File: src/rtl/operand_fetch_stage.sv
// Operand fetch stage: 8-entry register file with same-cycle write-back bypass,
// feeding a one-entry valid/ready output register toward execute.
module operand_fetch_stage #(
    parameter int DATA_WIDTH = 16,
    parameter int NUM_REGS   = 8,
    parameter int ADDR_WIDTH = 3
) (
    input  logic                  clk,
    input  logic                  reset_n,
    input  logic                  in_valid,
    output logic                  in_ready,
    input  logic [ADDR_WIDTH-1:0] in_rs1,
    input  logic [ADDR_WIDTH-1:0] in_rs2,
    input  logic [DATA_WIDTH-1:0] in_imm,
    input  logic [DATA_WIDTH-1:0] in_pc,
    input  logic                  wb_en,
    input  logic [ADDR_WIDTH-1:0] wb_addr,
    input  logic [DATA_WIDTH-1:0] wb_data,
    output logic                  out_valid,
    input  logic                  out_ready,
    output logic [DATA_WIDTH-1:0] out_op1,
    output logic [DATA_WIDTH-1:0] out_op2,
    output logic [DATA_WIDTH-1:0] out_imm,
    output logic [DATA_WIDTH-1:0] out_pc
);

    // Handshake: a transfer happens on a rising edge where valid && ready are
    // both high; the producer holds its payload stable while valid && !ready.
    logic [DATA_WIDTH-1:0] regs [NUM_REGS];
    logic                  accept;
    logic [DATA_WIDTH-1:0] rd1;
    logic [DATA_WIDTH-1:0] rd2;

    assign in_ready = reset_n && (!out_valid || out_ready);
    assign accept   = in_valid && in_ready;

    always_comb begin
        rd1 = regs[in_rs1];
        rd2 = regs[in_rs2];
        if (wb_en && (wb_addr == in_rs1)) rd1 = wb_data;
        if (wb_en && (wb_addr == in_rs2)) rd2 = wb_data;
    end

    always_ff @(posedge clk) begin
        if (!reset_n) begin
            for (int i = 0; i < NUM_REGS; i++) regs[i] <= '0;
            out_valid <= 1'b0;
            out_op1   <= '0;
            out_op2   <= '0;
            out_imm   <= '0;
            out_pc    <= '0;
        end else begin
            // Write-back proceeds even when the output register is stalled.
            if (wb_en) regs[wb_addr] <= wb_data;
            if (accept) begin
                out_valid <= 1'b1;
                out_op1   <= rd1;
                out_op2   <= rd2;
                out_imm   <= in_imm;
                out_pc    <= in_pc;
            end else if (out_ready) begin
                out_valid <= 1'b0;
            end
        end
    end

endmodule
File: config.mk
export PLATFORM = sky130hd
export DESIGN_NAME = operand_fetch_stage
export DESIGN_NICKNAME = d
export VERILOG_FILES = /design/src/rtl/operand_fetch_stage.sv
export SDC_FILE = /design/constraint.sdc
export NUM_CORES = 1
export LEC_CHECK = 0
export BUFFER_PORTS_ARGS = -buffer_cell sky130_fd_sc_hd__buf_2
export CORE_ASPECT_RATIO = 2
export CORE_MARGIN = 8
export CORE_UTILIZATION = 52
export DETAILED_ROUTE_END_ITERATION = 8
export PLACE_DENSITY = 0.78
export SETUP_SLACK_MARGIN = 0.5
export SYNTH_ARGS = -nofsm -noshare
export SYNTH_HDL_FRONTEND = slang
export SYNTH_SLANG_ARGS = --single-unit
File: constraint.sdc
create_clock -name clk -period 2.4 [get_ports clk]
set_input_delay 0.24 -clock clk [delete_from_list [all_inputs] [get_ports clk]]
set_output_delay 0.24 -clock clk [all_outputs]
set_load 0.02 [all_outputs]
==> results.yml <==
setup_path:
  required_ns: 2.77
  arrival_ns: 2.08
  r2r-end: "out_op2[0]"
  end_kind: "register"
  r2r_cells: 4
  reg2reg_slack_ns: 0.69
  reg2reg_from: "out_valid"
  path_class: "reg2reg"
  critPathLaunchType: "register"
  cp_max_fo: 23
floorplanning:
  start_util_pct: 52.9
  rows: 68
  die_area_um2: 22300
  boundaryPins: 128
  core_um2: 17300
  die_y_um: 203
  die_w_um: 110
logic_synthesis:
  yosysWarnings: 0
  synth-seq-cells: 193
  synth.avg_cell_area_um2: 13.2
  synthTopCellsByArea: "edfxtp_1 42%, mux4_2 16%, dfxtp_1 14%, nor3_1 4.3%, and2_1 4.1%"
  async_reset_ff_share_pct: 0
  yosysSeqAreaShare_pct: 56.3
  syn-cell-area_um2: 9130
  syn_inst: 692
  synth_most_common_cell: "edfxtp_1"
  synthDistinctLibCells: 27
  synth.top_cell.area_share_pct: 42.1
  ys.flop_type: "edfxtp_1"
  netlist_top_cells_count: "128 x edfxtp_1, 79 x nor3_1, 66 x nand2_1"
  synth_fp_nets: 754
  synth_edf_count: 128
  synth_top_area_cell: "edfxtp_1"
grt:
  antenna_found_initial: 0
  grt_max_degree: 43
  grt_overflow: 0
  grt_usage_pct: 22.4
  first_global_vias: 7167
  grt_pass1_wl_mm: 38.2
hold_path:
  hold_start: "in_pc[2]"
  min_to: "out_pc[2]"
  hold_depth: 3
  hp-class: "in2reg"
sta:
  rsz0062_at_grt: "no"
  tightestPinTransition_ns: 0.999
  finClkSkew_ns: 0.00545
  timing.final.crit_share_pct: 71.4
  setup_violations: 0
  fin_crit_ns: 1.71
  maxSlewViolCount: 0
  fmax_mhz: 584
  hold_viol_final: 0
  slew_headroom_pct: 33.4
  fin_setup_tns_ns: 0
layout:
  final_cell_area_um2: 10800
  nets: 894
  n_fill_cell: 1224
  area_growth_pct: 18.7
  drive_gt1_share_pct: 32.1
  antennaDiodeCount: 0
routing:
  initialDrtViolationCount: 551
  ant_nets: 0
  drt-vias-per-instance: 6.38
  post-route-drc-count: 0
  firstDrtPassIters: 5
  routedWlPerCell_um: 23.6
  wirelength_mm: 24.9
  vias: 6733
power:
  ir_drop_mv: 0.469
  cellPowerDensity_nw_per_um2: 711
  power.leakage_nw: 4.21
clock_tree:
  clkLatencyLatePin_ns: 0.43
  cts-buffers-inserted: 17
  cts_tree: "built"
  clock_sinks: 193
  postCtsSetupBuffers: 0
  cts_root_buf: "clkbuf_16"
  h-tree-depth: 4
  cts_buffer_depth: 2
  path_clk_slew_ns: 0.07
placement:
  finalWeightedCongestion: 0.835
  port_buffers: 127
  dp_hpwl_mm: 17.6
  placed_cell_area_um2: 10100
status:
  status: "complete, no violations"
run:
  maxCapViolCount: 0
-- per-stage QoR --
stage	utilization (%)	power, mW	hold WS, ns	std cells	worst slack [ns]
floorplan	-	4.66	0.339	692	0.407
global placement	58.3	5.02	0.423	1002	0.400
detailed placement	58.3	5.08	0.430	1002	0.315
CTS	62.7	7.72	0.000988	1055	0.624
global route	62.8	7.92	0.00649	1055	0.596
finish	62.8	7.70	0.00689	1055	0.686
-- report_power, final --
group	internal [mW]	total [mW]	switching, mW
sequential	3.78	3.92	0.136
clock	1.43	2.66	1.23
combinational	0.484	1.13	0.641
-- cell families (layout without fill, tap and decap cells) --
kind of cell / after synthesis / in the layout / synth area share, %
DFF: 193 / 193 / 56.3
buffers and inverters: 76 / 229 / 4.04
xor gates and xnor gates: 6 / 6 / 0.575
muxes: 96 / 96 / 19.3
and+or+nand+nor: 273 / 273 / 15.5
AOI/OAI and AO/OA: 48 / 48 / 4.29
-- registers in the layout, indices dropped and copies added (netlist names) --
register and flops:
out_imm 16, out_op1 16, out_op2 16, out_pc 16
out_valid 1, regs 128
-- routing by layer --
layer | wire, um | part of all wire (%) | GRT usage (%)
met1 | 8470 | 34 | 23.9
met2 | 13600 | 54 | 39.5
met4 | 1190 | 4.8 | 14.0
met5 | 0 | 0 | 0
met3 | 1710 | 6.9 | 3.76
-- layout by cell type, fill, tap and decap left out, drive strengths merged --
cell,n
and2,60
o21ai,6
xor2,6
nor2,7
dfxtp,65
and3,1
mux2i,32
nand3,34
or2,1
inv,4
clkbuf,21
a21oi,9
dlygate4sd3,21
a221oi,9
a21boi,1
mux4,64
a221o,23
nand2b,5
clkinv,17
nor3,79
edfxtp,128
nor4,20
buf,166
nand2,66
-- worst max-delay path: stages (launching register included) --
cell and delay [ns]:
dfxtp_1 0.32, nand2b_1 0.11, nand3_2 0.11, and2_1 0.79, a221o_1 0.30
-- layout make-up --
cell class	count	area, um2	share of cell area [%]
flip-flops and latches	193	5140	47.5
multi-input cells	423	3670	33.8
repair buffers	187	1180	10.9
clock buffers	21	473	4.36
well taps	210	263	2.42
clock inverters	11	78.8	0.727
inverters	10	37.5	0.346
-- what timing repair did --
item	4_1_cts	5_1_grt
endpoints found under the hold margin	21	0
hold buffers	21	0
endpoints found under the setup margin	0	1
gates resized for setup	0	1
-- how the worst max path moves through the flow --
| stage | start | end | slack, ns | cells past startpoint |
|---|---|---|---|---|
| floorplan | reset_n | regs[3][0] | 0.41 | 4 |
| global placement | in_rs2[0] | out_op2[9] | 0.40 | 6 |
| detailed placement | in_rs2[0] | out_op2[12] | 0.32 | 6 |
| CTS | out_valid | out_op2[0] | 0.62 | 4 |
| global route | out_valid | out_op2[8] | 0.60 | 4 |
| finish | out_valid | out_op2[0] | 0.69 | 4 |
Power figures use the tool's default switching activity.
